===== src/rtl/pc_pkg.sv =====
// Shared types and constants for the fetch-address control block.
package pc_pkg;

  typedef enum logic [1:0] {
    ST_RUN  = 2'd0,
    ST_HALT = 2'd1,
    ST_ERR  = 2'd2
  } pc_state_e;

  localparam logic [6:0]  OPC_BRANCH   = 7'b1100011;
  localparam logic [31:0] DEF_RESET_PC = 32'h0000_0000;

  // Sign-extended B-type immediate. Bit 0 is always zero.
  function automatic logic [31:0] b_imm(input logic [31:0] instr);
    return {{20{instr[31]}}, instr[7], instr[30:25], instr[11:8], 1'b0};
  endfunction

endpackage


===== src/rtl/static_branch_predictor.sv =====
// Static backward-taken predictor for conditional branches.
// The prediction is dropped when the target is not a legal fetch address.
module static_branch_predictor
  import pc_pkg::*;
#(
  parameter int MEM_WORDS = 256
) (
  input  logic        valid_i,
  input  logic [31:0] instr_i,
  input  logic [31:0] pc_i,
  output logic        taken_o,
  output logic [31:0] target_o
);

  localparam logic [32:0] PC_LIMIT = 33'(MEM_WORDS) * 33'd4;

  logic is_bwd_branch;
  logic tgt_legal;
  // Register fields do not affect the static prediction.
  logic unused_fields;

  assign target_o      = pc_i + b_imm(instr_i);
  assign is_bwd_branch = (instr_i[6:0] == OPC_BRANCH) && instr_i[31];
  assign tgt_legal     = (target_o[1:0] == 2'b00) && ({1'b0, target_o} < PC_LIMIT);
  assign taken_o       = valid_i && is_bwd_branch && tgt_legal;
  assign unused_fields = ^instr_i[24:12];

endmodule


===== src/rtl/pc_control.sv =====
// Fetch-address control: sequential fetch with wrap, stall refetch,
// redirect flush, halt/resume and a sticky error for illegal targets.
// Optional backward-branch prediction is enabled by BRANCH_PREDICT_EN.
module pc_control
  import pc_pkg::*;
#(
  parameter logic [31:0] RESET_PC  = DEF_RESET_PC,
  parameter int          MEM_WORDS = 256
) (
  input  logic        clk,
  input  logic        rst,
  input  logic        stall,
  input  logic        redirect_valid,
  input  logic [31:0] redirect_pc,
  input  logic        halt_req,
  input  logic        resume,
  input  logic [31:0] fetch_instr,
  output logic [31:0] pc,
  output logic        if_valid,
  output logic [31:0] if_pc,
  output logic        if_pred_taken,
  output logic        misalign_err,
  output logic        halted
);

  localparam logic [32:0] PC_LIMIT = 33'(MEM_WORDS) * 33'd4;

  pc_state_e   state_q, state_d;
  logic [31:0] pc_q, pc_d;
  logic [31:0] if_pc_q, if_pc_d;
  logic        if_valid_q, if_valid_d;

  logic        rdr_legal;
  logic [31:0] pc_inc;
  logic [31:0] pc_seq;

  assign rdr_legal = (redirect_pc[1:0] == 2'b00) && ({1'b0, redirect_pc} < PC_LIMIT);
  assign pc_inc    = pc_q + 32'd4;
  assign pc_seq    = ({1'b0, pc_inc} == PC_LIMIT) ? 32'd0 : pc_inc;

`ifdef BRANCH_PREDICT_EN
  // pend_q marks that the next sequential fetch is a predicted target.
  logic        pred_q, pred_d;
  logic        pend_q, pend_d;
  logic        pred_taken;
  logic [31:0] pred_target;

  static_branch_predictor #(
    .MEM_WORDS (MEM_WORDS)
  ) u_bp (
    .valid_i  (if_valid_q),
    .instr_i  (fetch_instr),
    .pc_i     (if_pc_q),
    .taken_o  (pred_taken),
    .target_o (pred_target)
  );

  assign if_pred_taken = pred_q;
`else
  logic unused_fetch;
  assign unused_fetch  = ^fetch_instr;
  assign if_pred_taken = 1'b0;
`endif

  // During a stall the held instruction is re-read so fetch_instr stays put.
  assign pc           = (stall && if_valid_q) ? if_pc_q : pc_q;
  assign if_valid     = if_valid_q;
  assign if_pc        = if_pc_q;
  assign halted       = (state_q == ST_HALT);
  assign misalign_err = (state_q == ST_ERR);

  // Next-state and next-fetch selection.
  always_comb begin
    state_d    = state_q;
    pc_d       = pc_q;
    if_pc_d    = if_pc_q;
    if_valid_d = if_valid_q;
`ifdef BRANCH_PREDICT_EN
    pred_d     = pred_q;
    pend_d     = pend_q;
`endif
    unique case (state_q)
      ST_RUN: begin
        if (redirect_valid) begin
          if_valid_d = 1'b0;
`ifdef BRANCH_PREDICT_EN
          pred_d     = 1'b0;
          pend_d     = 1'b0;
`endif
          if (rdr_legal) begin
            pc_d = redirect_pc;
            if (halt_req) state_d = ST_HALT;
          end else begin
            state_d = ST_ERR;
          end
        end else if (halt_req) begin
          state_d    = ST_HALT;
          if_valid_d = 1'b0;
`ifdef BRANCH_PREDICT_EN
          pred_d     = 1'b0;
          pend_d     = 1'b0;
`endif
        end else if (!stall) begin
`ifdef BRANCH_PREDICT_EN
          if (pred_taken) begin
            // Fall-through fetch is dropped; target gets flagged next step.
            pc_d       = pred_target;
            if_valid_d = 1'b0;
            pred_d     = 1'b0;
            pend_d     = 1'b1;
          end else begin
            if_pc_d    = pc_q;
            if_valid_d = 1'b1;
            pc_d       = pc_seq;
            pred_d     = pend_q;
            pend_d     = 1'b0;
          end
`else
          if_pc_d    = pc_q;
          if_valid_d = 1'b1;
          pc_d       = pc_seq;
`endif
        end
      end
      ST_HALT: begin
        if_valid_d = 1'b0;
        if (redirect_valid) begin
          if (rdr_legal) pc_d = redirect_pc;
          else           state_d = ST_ERR;
        end else if (resume) begin
          state_d = ST_RUN;
        end
      end
      ST_ERR: begin
        if_valid_d = 1'b0;
      end
      default: begin
        state_d    = ST_ERR;
        if_valid_d = 1'b0;
      end
    endcase
  end

  // State and fetch registers, asynchronously reset.
  always_ff @(posedge clk or posedge rst) begin
    if (rst) begin
      state_q    <= ST_RUN;
      pc_q       <= RESET_PC;
      if_pc_q    <= 32'd0;
      if_valid_q <= 1'b0;
`ifdef BRANCH_PREDICT_EN
      pred_q     <= 1'b0;
      pend_q     <= 1'b0;
`endif
    end else begin
      state_q    <= state_d;
      pc_q       <= pc_d;
      if_pc_q    <= if_pc_d;
      if_valid_q <= if_valid_d;
`ifdef BRANCH_PREDICT_EN
      pred_q     <= pred_d;
      pend_q     <= pend_d;
`endif
    end
  end

endmodule


===== config.mk =====
export PLATFORM = sky130hd
export DESIGN_NAME = pc_control
export DESIGN_NICKNAME = d
export VERILOG_FILES = /design/src/rtl/pc_pkg.sv /design/src/rtl/static_branch_predictor.sv /design/src/rtl/pc_control.sv
export SDC_FILE = /design/constraint.sdc
export NUM_CORES = 1
export LEC_CHECK = 0
export BUFFER_PORTS_ARGS = -buffer_cell sky130_fd_sc_hd__buf_2
export CAP_MARGIN = 15
export CORE_MARGIN = 2
export CORE_UTILIZATION = 47
export CTS_CLUSTER_SIZE = 24
export DETAILED_ROUTE_END_ITERATION = 8
export PLACE_DENSITY = 0.86
export SYNTH_ARGS = -nofsm -noshare
export SYNTH_HDL_FRONTEND = slang
export SYNTH_HIERARCHICAL = 1
export SYNTH_SLANG_ARGS = --single-unit

===== constraint.sdc =====
create_clock -name clk -period 2.1 [get_ports clk]
set_input_delay 0.105 -clock clk [delete_from_list [all_inputs] [get_ports clk]]
set_output_delay 0.105 -clock clk [all_outputs]
set_load 0.05 [all_outputs]

# After elaboration in Yosys (flattened, before gate mapping)
# Cells that the tools add are included.
# W data, S select, Z words.
[totals]
regBits = 67
input_bits = 70
out_inout_bits = 68
elab_cells = 46
[op_classes]
addsub = 1
n_lt_le_gt_ge = 1
eq_ne = 9
n_mux = 19
n_bitwise = 4
n_reduce_logical = 8
[ops]
columns = ["op", "count"]
rows = [
  ["$mux W32", 7],
  ["$pmux W32 S2", 1],
  ["$add A32 B3 Y32 const B", 1],
  ["$eq A32 B11 Y1 const B", 1],
  ["$lt A32 B11 Y1 const B", 1],
  ["$mux W2", 6],
  ["$ne A3 B3 Y1 const B", 4],
  ["$reduce_and A4 Y1", 2],
  ["$pmux W2 S3", 1],
  ["$logic_not A2 Y1", 2],
  ["$mux W1", 4],
  ["$ne A4 B4 Y1 const B", 1],
  ["$not A1 Y1", 4],
  ["$reduce_and A3 Y1", 1],
  ["$eq A2 B1 Y1 const B", 1],
  ["$eq A2 B2 Y1 const B", 1],
  ["$logic_and A1 B1 Y1", 2],
  ["$ne A2 B2 Y1 const B", 1],
  ["$reduce_bool A2 Y1", 1],
]

# Logic depth before layout (Yosys ltp)
# Gate-level depths: netlist of the first run.
[depth]
ltp_word = 7
mapped_depth = 9
mapped_depth_nobuf = 8

# Worst setup path after synthesis of the first run
# No wires, ideal clock.
[synth_timing]
kind = "register to register"
from = "register pc_q[2]"
to = "register pc_q[0]"
arrival_time_ps = 2060
required_ps = 1949
setup_slack_ps = -111
path_stages_with_launch = 10
synth_period_minus_slack_ps = 2211
cell_sequence = "dfrtp_1 -> ha_1 -> and3_1 -> clkbuf_1 -> nor4_1 -> o221ai_1 -> a211oi_1 -> o211ai_1 -> o31ai_1 -> a21boi_0"
[synth_between]
elab_chain_cells = 7
[synth_rtl]
columns = ["item", "line", "text"]
rows = [
  ["start, declared", "pc_control.sv:29", "logic [31:0] pc_q, pc_d;"],
  ["start signal, assigned", "pc_control.sv:157", "pc_q <= pc_d;"],
  ["$add A32 B3 Y32", "pc_control.sv:38", "assign pc_inc = pc_q + 32'd4;"],
  ["$eq A32 B11 Y1", "pc_control.sv:39", "assign pc_seq = ({1'b0, pc_inc} == PC_LIMIT) ? 32'd0 : pc_inc;"],
  ["$mux W32", "pc_control.sv:39", ""],
  ["$mux W32", "pc_control.sv:103", "end else if (!stall) begin"],
  ["$mux W32", "pc_control.sv:96", "end else if (halt_req) begin"],
  ["$mux W32", "pc_control.sv:84", "if (redirect_valid) begin"],
  ["$pmux W32 S2", "pc_control.sv:82", "unique case (state_q)"],
]
# Every way passes these cells. The select of a mux whose other input is x is not followed.
# A chain may end at the register's enable or synchronous reset.

# Worst setup path in the final report of the first run
[layout_timing]
from = "register pc_q[2]"
to = "register pc_q[3]"
[layout_between]
elab_chain_cells = 7
[layout_rtl]
columns = ["item", "line"]
rows = [
  ["$add A32 B3 Y32 (*)", "pc_control.sv:38"],
  ["$eq A32 B11 Y1", "pc_control.sv:39"],
  ["$mux W32 (*)", "pc_control.sv:39"],
  ["$mux W32 (*)", "pc_control.sv:103"],
  ["$mux W32 (*)", "pc_control.sv:96"],
  ["$mux W32 (*)", "pc_control.sv:84"],
  ["$pmux W32 S2 (*)", "pc_control.sv:82"],
]
# Every way passes the cells marked *; elsewhere a longest branch is shown, timed or not. The select of a mux whose other input is x is not followed.

==> flow_metrics.env, run 1 <==
export IMPL_critical_path_class="reg -> reg"
export IMPL_placementRows=35
export IMPL_routed_wl_um=14790
export IMPL_r2r_setup_slack_ns=-0.20
export IMPL_p_sw_share_pct=29.85
export IMPL_stdcell_area_um2=6223
export IMPL_clk_latency_ns=0.36
export IMPL_dpl_cell_area_um2=5659
export IMPL_timing_final_ws_setup_ns=-0.2042
export IMPL_netlist_instances=529
export IMPL_grt_pass1_vias=4643
export IMPL_syn_area_um2=4562
export IMPL_reg2reg_depth=10
export IMPL_crit_required_ns=2.32
export IMPL_drive_gt1_share_pct=44.99
export IMPL_multi_input_area_um2=2808
export IMPL_routed_via_density=5.853
export IMPL_pwr_density_cell_nw_per_um2=451.3
export IMPL_place_gp_congestion=0.9680
export IMPL_cellLeakagePower_uw=0.003111
export IMPL_synthFlopType="dfrtp_1"
export IMPL_dp_hpwl_um=10280
export IMPL_vdd_drop_max_mv=0.2642
export IMPL_cts_sinks=67
export IMPL_mostFrequentLayoutCell="nand2_1"
export IMPL_max_freq_mhz=434.0
export IMPL_die_w_um=102.5
export IMPL_hp_class="in -> reg"
export IMPL_io_pins=138
export IMPL_antennaDiodeCount=0
export IMPL_path_max_fanout=5
export IMPL_arrival_ns=2.53
export IMPL_clock_path_buffers=2
export IMPL_die_area_um2=10510
export IMPL_drtIter0Drc=264
export IMPL_syn_nets=601
export IMPL_grt_max_degree=35
export IMPL_tns_ns=-0.8121
export IMPL_rsz0062_at_grt="yes"
export IMPL_synth_seq_cells=67
export IMPL_port_buffers=104
export IMPL_endpoint_kind="flip-flop"
export IMPL_grt_pass1_wl_um=23070
export IMPL_p_switching_uw=838.4
export IMPL_pre_cts_slack_ns=-0.3208
export IMPL_antenna_left=0
export IMPL_start_kind="flip-flop"
export IMPL_first_pass_iters=5
export IMPL_final_hold_viol_count=0
export IMPL_synth_area_per_cell_um2=8.624
export IMPL_slew_viol_final=0
export IMPL_finish_utilization_pct=66.72
export IMPL_cap_viol_max_count=0
export IMPL_vias=4905
export IMPL_wl_per_cell_um=17.65
export IMPL_tritoncts="built"
export IMPL_cp_startpoint="pc_q[2]"
export IMPL_ys_types=65
export IMPL_synth_edf_count=0
export IMPL_status="complete, but fails checks"
export IMPL_layout_area_seq_um2=1680
export IMPL_synthArstFlopShare_pct=100.0
export IMPL_nNetsFinal=778
export IMPL_grt_overflow=0
export IMPL_rr_endpoint="pc_q[3]"
export IMPL_drcViolationCount=0
export IMPL_htree_num_levels=3
export IMPL_comb_power_share_pct=17.3
export IMPL_antenna_found_initial=0
export IMPL_seqPwrFrac_pct=48.1
export IMPL_finalSetupViolCount=6
export IMPL_syn2layout_area_growth_pct=36.42
export IMPL_cts_buffers=9
export IMPL_root_buffer="clkbuf_8"
export IMPL_period_share_pct=109.7
export IMPL_synth_warnings=6
export IMPL_final_cell_mix="118 x nand2_1, 104 x buf_2, 100 x buf_4, 64 x dfrtp_1"
export IMPL_clock_skew_ns=0.01065
export IMPL_initial_core_util_pct=48.91
export IMPL_core_area_um2=9328
export IMPL_die_h_um=102.5
export IMPL_worstSetupEndpoint="pc_q[3]"
export IMPL_clockPowerShare_pct=34.6
export IMPL_r2r_start="pc_q[2]"
export IMPL_intPower_uw=1970
export IMPL_path_clk_slew_ns=0.08
export IMPL_fin_crit_ns=2.304
export IMPL_fill_cells=771
export IMPL_grt_util_all_layers_pct=28.21
export IMPL_yosysSeqAreaShare_pct=36.75
export IMPL_violations="setup timing"
cells in the mapped netlist (all sizes together) (3+ instances only):
| library cell | instances | share of area [%] |
|---|---|---|
| nand2 | 118 | 9.7 |
| dfrtp | 67 | 37 |
| a21oi | 33 | 3.6 |
| mux2 | 32 | 7.9 |
| clkbuf | 31 | 4.6 |
| nor2 | 29 | 2.6 |
| o21ai | 27 | 3.0 |
| nand3 | 19 | 2.1 |
| nand4 | 19 | 3.4 |
| buf | 17 | 2.6 |
| nor4 | 17 | 3.8 |
| nor3 | 11 | 1.3 |
| o31ai | 10 | 1.6 |
| mux2i | 9 | 2.0 |
| a31oi | 8 | 1.1 |
| and4 | 7 | 1.4 |
| or2 | 7 | 1.0 |
| xnor2 | 7 | 1.3 |
| a22oi | 6 | 0.99 |
| inv | 5 | 0.41 |
| o22a | 5 | 0.96 |
| a21boi | 4 | 0.66 |
| and3 | 4 | 0.55 |
| o41ai | 3 | 0.58 |
timing repair:
| item | in CTS | in global routing |
|---|---|---|
| hold endpoints to repair | 22 | 0 |
| setup endpoints to repair | 5 | 6 |
| gates cloned | 0 | 0 |
| gates resized for setup | 35 | 21 |
| hold buffers | 3 | 0 |
| setup buffers | 9 | 3 |
| pin swaps | 21 | 19 |
sequential cells by signal, summed over array words and instances, names as in the netlist:
| register | count |
|---|---|
| if_pc | 32 |
| if_valid | 1 |
| state_q | 2 |
| pc_q | 32 |
per-layer routing:
layer	up-vias	global-route usage [%]	share of wire, %
li1	2253	-	-
met1	2368	37.08	42
met2	248	47.26	48
met3	36	4.136	7.5
met4	0	10.56	2.4
met5	-	0	0
power groups by stage:
| stage | clock [uW] | sequential (uW) | combinational (uW) |
|---|---|---|---|
| after floorplan | 0 | 1390 | 289 |
| after global placement | 0 | 1370 | 435 |
| after detailed placement | 0 | 1370 | 441 |
| after CTS | 973 | 1350 | 466 |
| after global routing | 1030 | 1350 | 518 |
| final | 972 | 1350 | 487 |
kinds of logic (layout without fill, tap and decap cells):
kind of cell               after synthesis  after routing  synth area share (%)
adders and majority gates                2              2                0.5485
xor gates and xnor gates                 8              8                 1.536
buffers and inverters                   53            233                 7.542
DFF                                     67             67                 36.75
and+or+nand+nor                        241            241                 27.40
muxes                                   41             41                 9.874
AOI/OAI and AO/OA                      116            116                 16.26
other                                    1              1               0.08220
stage by stage:
step           hold WS, ns  total power [uW]  cells
2_1_floorplan       0.1936              1683    529
3_3_place_gp        0.1407              1806    809
3_5_place_dp        0.1494              1814    809
4_1_cts            0.04674              2787    835
5_1_grt            0.07717              2903    838
6_report           0.04969              2809    838
final cells by class:
class / instances / area share (%)
timing repair buffer: 214 / 22.32
tap: 129 / 2.593
clock inverter: 3 / 0.2413
sequential: 67 / 27.00
clock buffer: 11 / 2.433
inverter: 5 / 0.3016
multi-input combinational: 409 / 45.11
worst min path at each step:
| stage | start | cells past startpoint | slack (ns) | endpoint |
|---|---|---|---|---|
| detailed placement | rst | 2 | 0.15 | state_q[0] |
| global route | redirect_valid | 3 | 0.08 | state_q[0] |
| CTS | redirect_valid | 2 | 0.05 | state_q[1] |
| global placement | rst | 2 | 0.14 | if_pc[1] |
| finish | redirect_valid | 3 | 0.05 | state_q[0] |
| floorplan | stall | 1 | 0.19 | if_valid |
critical path: stages, from the launching register on:
cell and delay, ns:
dfrtp_2 0.46, buf_6 0.13, nand4_1 0.17, buf_6 0.17, nor2_2 0.06, or3_1 0.37, a211oi_2 0.21, o211ai_1 0.12
buf_4 0.17, o31ai_2 0.17, a22oi_1 0.12
Note: power is estimated with default switching activity, not from simulation.
==> run 2, diff against run 1 <==
--- a/config.mk
+++ b/config.mk
@@ -5,7 +5,7 @@
 export SDC_FILE = /design/constraint.sdc
 export NUM_CORES = 1
 export LEC_CHECK = 0
-export BUFFER_PORTS_ARGS = -buffer_cell sky130_fd_sc_hd__buf_2
+export BUFFER_PORTS_ARGS = -buffer_cell sky130_fd_sc_hd__clkbuf_2
 export CAP_MARGIN = 15
 export CORE_MARGIN = 2
 export CORE_UTILIZATION = 47
==> run 2 against run 1 <==
Compared with the run above: the flow still finishes with violations (setup timing); worst setup slack improved by 0.018 ns; register-to-register slack improved by 0.02 ns; cell area rose by 0.32%; clock skew rose by 0.0067 ns; clock-buffer cell count rose by 2; total power fell by 0.40%.
==> flow_metrics.env, run 2 (synthesized netlist as in run 1, its figures left out) <==
export IMPL_tritoncts="built"
export IMPL_stdcell_area_um2=6243
export IMPL_timing_final_ws_setup_ns=-0.1859
export IMPL_placementRows=35
export IMPL_cap_viol_max_count=0
export IMPL_drcViolationCount=0
export IMPL_violations="setup timing"
export IMPL_clock_skew_ns=0.01731
export IMPL_first_pass_iters=5
export IMPL_path_clk_slew_ns=0.08
export IMPL_slew_viol_final=0
export IMPL_tns_ns=-0.7556
export IMPL_die_area_um2=10510
export IMPL_cts_buffers=9
export IMPL_htree_num_levels=3
export IMPL_status="complete, but fails checks"
export IMPL_rr_endpoint="pc_q[0]"
export IMPL_drtIter0Drc=394
export IMPL_slowest_stage="dfrtp_2"
export IMPL_routed_via_density=5.919
export IMPL_critical_path_class="reg -> reg"
export IMPL_fin_crit_ns=2.286
export IMPL_cts_sinks=67
export IMPL_reg2reg_depth=9
export IMPL_vdd_drop_max_mv=0.3073
export IMPL_wl_per_cell_um=17.53
export IMPL_initial_core_util_pct=48.91
export IMPL_path_max_fanout=4
export IMPL_r2r_setup_slack_ns=-0.19
export IMPL_worstPathCellList="buf_6, buf_6, and4_4, nand3_4, nor4_4, xnor2_2, nand4_1, o31ai_2, a21boi_1"
export IMPL_drive_gt1_share_pct=44.32
export IMPL_finalSetupViolCount=5
export IMPL_dpl_cell_area_um2=5634
export IMPL_io_pins=138
export IMPL_tightest_slew_ns=0.6817
export IMPL_layout_area_seq_um2=1679
export IMPL_final_cell_mix="118 x nand2_1, 104 x clkbuf_2, 101 x buf_4, 65 x dfrtp_1, 32 x mux2_2"
export IMPL_grt_util_all_layers_pct=28.51
export IMPL_rsz0062_at_grt="yes"
export IMPL_antenna_found_initial=0
export IMPL_hp_class="in -> reg"
export IMPL_arrival_ns=2.52
export IMPL_mostFrequentLayoutCell="nand2_1"
export IMPL_cp_startpoint="pc_q[3]"
export IMPL_die_w_um=102.5
export IMPL_crit_required_ns=2.34
export IMPL_multi_input_area_um2=2795
export IMPL_syn2layout_area_growth_pct=36.86
export IMPL_grt_pass1_wl_um=23230
export IMPL_nNetsFinal=781
export IMPL_max_freq_mhz=437.5
export IMPL_start_kind="flip-flop"
export IMPL_endpoint_kind="flip-flop"
export IMPL_dp_hpwl_um=10050
export IMPL_clock_path_buffers=2
export IMPL_grt_pass1_vias=4616
export IMPL_r2r_start="pc_q[3]"
export IMPL_clk_latency_ns=0.37
export IMPL_grt_max_degree=68
export IMPL_core_area_um2=9328
export IMPL_grt_overflow=0
export IMPL_root_buffer="clkbuf_8"
export IMPL_place_gp_congestion=0.9512
export IMPL_worstSetupEndpoint="pc_q[0]"
export IMPL_die_h_um=102.5
export IMPL_max_stage_delay_ns=0.45
export IMPL_routed_wl_um=14760
export IMPL_port_buffers=104
export IMPL_final_hold_viol_count=0
export IMPL_antenna_left=0
export IMPL_cpMostUsedCell="buf_6"
export IMPL_cellLeakagePower_uw=0.003051
export IMPL_fill_cells=747
export IMPL_max_slew_margin_rel_pct=54.38
export IMPL_pwr_density_cell_nw_per_um2=448.1
export IMPL_period_share_pct=108.9
export IMPL_antennaDiodeCount=0
export IMPL_vias=4984
==> run 2: changes by cell type in the layout (fill, tap and decap cells not counted), sizes merged <==
cell,before,now
clkinv,3,1
buf,211,110
clkinvlp,0,1
clkbuf,11,117
==> run 2: critical path: cells and delay by family (launching register included) <==
kind | cells | cell delay [ns]
buffers and inverters | 2 | 0.21
and+or+nand+nor | 4 | 0.86
xor gates and xnor gates | 1 | 0.19
DFF | 1 | 0.45
AOI/OAI and AO/OA | 2 | 0.44
==> run 2: repair_timing <==
item / 4_1_cts / 5_1_grt
buffers inserted: 16 / 4
pin swaps: 23 / 7
gates resized for setup: 37 / 18
hold endpoints to repair: 69 / 0
setup endpoints to repair: 7 / 10
hold buffers: 3 / 0
==> run 2: metrics by stage <==
stage	worst slack, ns	total power (uW)	hold WS, ns	instances	utilization [%]
floorplan	0.009168	1683	0.1936	529	-
global placement	-0.2139	1802	0.1878	804	60.40
detailed placement	-0.2728	1812	0.2004	804	60.40
CTS	-0.07241	2776	0.04362	838	65.61
global route	-0.2850	2892	0.05606	842	66.93
finish	-0.1859	2798	0.03168	842	66.93
==> run 2: area by class of cell <==
type,count,share of cell area (%)
clock buffer,13,2.385
clock inverter,2,0.2004
inverter,5,0.3006
multi-input combinational,409,44.77
sequential,67,26.89
tap,129,2.585
timing repair buffer,217,22.87
==> run 2: worst min path at each step <==
stage                        start         end  slack, ns  cells after the start
global route        redirect_valid  state_q[0]       0.06                      3
finish              redirect_valid  state_q[0]       0.03                      3
CTS                 redirect_valid  state_q[0]       0.04                      3
floorplan                    stall    if_valid       0.19                      1
detailed placement             rst  state_q[0]       0.20                      3
global placement               rst  state_q[1]       0.19                      3
==> run 2: power by group <==
part	total, uW	switching, uW	internal (uW)
logic	491	311	180
clock network	960	507	454
registers	1350	26.3	1320
==> run 2: layer usage <==
layer	share of wire [%]	global-route usage, %	up-vias
met2	47	46.46	296
met1	42	38.80	2375
li1	-	-	2264
met3	8.3	3.593	49
met4	3.2	11.08	0
met5	0	0	-
==> run 3, diff against run 2 <==
--- a/config.mk
+++ b/config.mk
@@ -7,11 +7,10 @@
 export LEC_CHECK = 0
 export BUFFER_PORTS_ARGS = -buffer_cell sky130_fd_sc_hd__clkbuf_2
 export CAP_MARGIN = 15
-export CORE_MARGIN = 2
-export CORE_UTILIZATION = 47
+export CORE_UTILIZATION = 45
 export CTS_CLUSTER_SIZE = 24
 export DETAILED_ROUTE_END_ITERATION = 8
-export PLACE_DENSITY = 0.86
+export PLACE_DENSITY = 0.83
 export SYNTH_ARGS = -nofsm -noshare
 export SYNTH_HDL_FRONTEND = slang
 export SYNTH_HIERARCHICAL = 1
==> run 3 against run 2 <==
Compared with the run above: the run still ends with setup timing left; clock skew is 0.0060 ns lower; global-route usage is 0.73 points lower; final cell count is 0.48% lower; critical path depth stayed put; via count is 1.2% lower; first-iteration DRC count is 13% lower; routed wire length is 1.6% lower; total power is 1.2% lower; sequential share of layout area is 0.35 points higher; worst hold slack worse by 0.018 ns.
==> flow_metrics.env, run 3 (synthesized netlist as in run 1, its figures left out) <==
export IMPL_dp_hpwl_um=9983
export IMPL_min_path_cells=2
export IMPL_cts_sinks=67
export IMPL_max_slew_margin_rel_pct=56.82
export IMPL_antennaDiodeCount=0
export IMPL_arrival_ns=2.51
export IMPL_io_pins=138
export IMPL_routed_wl_um=14520
export IMPL_wl_met1_um=6143
export IMPL_cap_viol_max_count=0
export IMPL_fin_crit_ns=2.288
export IMPL_path_clk_slew_ns=0.07
export IMPL_clock_path_buffers=2
export IMPL_wl_met3_um=1024
export IMPL_violations="setup timing"
export IMPL_drive_gt1_share_pct=44.82
export IMPL_highest_layer="met4"
export IMPL_period_share_pct=109.0
export IMPL_fill_cells=834
export IMPL_grt_pass1_vias=4533
export IMPL_rsz0062_at_grt="yes"
export IMPL_drcViolationCount=0
export IMPL_clock_skew_ns=0.01127
export IMPL_grt_pass1_wl_um=22310
export IMPL_port_buffers=104
export IMPL_syn2layout_area_growth_pct=35.19
export IMPL_cts_buffers=9
export IMPL_place_gp_congestion=0.9199
export IMPL_cp_startpoint="pc_q[2]"
export IMPL_root_buffer="clkbuf_8"
export IMPL_crit_required_ns=2.32
export IMPL_core_area_um2=9819
export IMPL_initial_core_util_pct=46.46
export IMPL_tightest_slew_ns=0.6454
export IMPL_hp_class="in -> reg"
export IMPL_critical_path_class="reg -> reg"
export IMPL_die_area_um2=10540
export IMPL_antenna_found_initial=0
export IMPL_finalSetupViolCount=5
export IMPL_pwr_density_cell_nw_per_um2=448.1
export IMPL_power_uw=2763
export IMPL_mostFrequentLayoutCell="nand2_1"
export IMPL_first_pass_iters=5
export IMPL_final_hold_viol_count=0
export IMPL_wl_per_cell_um=17.33
export IMPL_placementRows=36
export IMPL_clk_latency_ns=0.36
export IMPL_die_h_um=102.7
export IMPL_max_freq_mhz=437.0
export IMPL_wl_met2_um=6910
export IMPL_timing_final_ws_setup_ns=-0.1881
export IMPL_grt_overflow=0
export IMPL_grt_util_all_layers_pct=27.78
export IMPL_antenna_left=0
export IMPL_endpoint_kind="flip-flop"
export IMPL_cellLeakagePower_uw=0.003003
export IMPL_tritoncts="built"
export IMPL_routed_via_density=5.876
export IMPL_start_kind="flip-flop"
export IMPL_htree_num_levels=3
export IMPL_reg2reg_depth=9
export IMPL_die_w_um=102.7
export IMPL_r2r_setup_slack_ns=-0.19
export IMPL_worstSetupEndpoint="pc_q[3]"
export IMPL_vias=4924
export IMPL_drtIter0Drc=344
export IMPL_grt_max_degree=33
export IMPL_pre_cts_slack_ns=-0.2214
export IMPL_vdd_drop_max_mv=0.2852
export IMPL_status="complete, but fails checks"
export IMPL_final_cell_mix="118 x nand2_1, 104 x clkbuf_2, 97 x buf_4, 64 x dfrtp_1, 32 x mux2_2"
export IMPL_rr_endpoint="pc_q[3]"
export IMPL_r2r_start="pc_q[2]"
export IMPL_slew_viol_final=0
export IMPL_nNetsFinal=773
export IMPL_path_max_fanout=5
## run 3: cell types whose count changed in the layout (fill, tap and decap cells not counted), sizes merged
cell	previous run	this run
buf	110	103
clkinv	1	3
clkbuf	117	116
clkinvlp	1	0
dlygate4sd3	3	2
## run 3: repair_timing
item,in CTS,in global routing
hold buffers,2,0
hold endpoints to repair,21,0
pin swaps,17,19
setup buffers,11,4
cloned,0,0
endpoints found under the setup margin,5,9
resized for setup,33,21
## run 3: area by class of cell
cell class / instances / area [um^2] / share of cell area, %
Sequential cell: 67 / 1680 / 27.25
Timing Repair Buffer: 209 / 1354 / 21.95
Tap cell: 133 / 166.4 / 2.698
Multi-Input combinational cell: 409 / 2788 / 45.20
Clock inverter: 3 / 15.01 / 0.2435
Inverter: 5 / 18.77 / 0.3043
Clock buffer: 12 / 145.1 / 2.353
## run 3: layer usage
metal  global-route usage, %  vias up
met3                   5.288       50
met5                       0        -
li1                        -     2255
met2                   46.05      272
met1                   35.73     2347
met4                   10.99        0
## run 3: where the power goes
group | internal (uW) | switching (uW)
Combinational | 169 | 309
Clock | 449 | 490
Sequential | 1320 | 26.5
## run 3: how the worst min path moves through the flow
stage,from,to,slack (ns)
after global routing,stall,if_valid,0.005
final,stall,if_valid,0.01
after detailed placement,rst,state_q[0],0.13
after CTS,stall,if_valid,0.006
after floorplan,stall,if_valid,0.19
after global placement,rst,state_q[1],0.12
## run 3: metrics by stage
| stage | hold WS (ns) | util, % | setup TNS (ns) | area, um^2 | cells |
|---|---|---|---|---|---|
| floorplan | 0.1936 | - | 0 | 4574 | 529 |
| global placement | 0.1227 | 57.28 | -0.6042 | 5624 | 806 |
| detailed placement | 0.1334 | 57.28 | -0.8792 | 5624 | 806 |
| CTS | 0.006213 | 61.46 | -0.1928 | 6035 | 834 |
| global route | 0.005169 | 62.81 | -1.123 | 6167 | 838 |
| finish | 0.01357 | 62.81 | -0.8149 | 6167 | 838 |
## run 3: critical path, stage by stage (launching register included)
cell,delay (ns)
dfrtp_1,0.42
buf_6,0.14
nand4_1,0.17
nor4_2,0.27
buf_4,0.16
mux2i_1,0.25
and3_1,0.21
o211ai_1,0.15
o31ai_2,0.26
a22oi_1,0.13
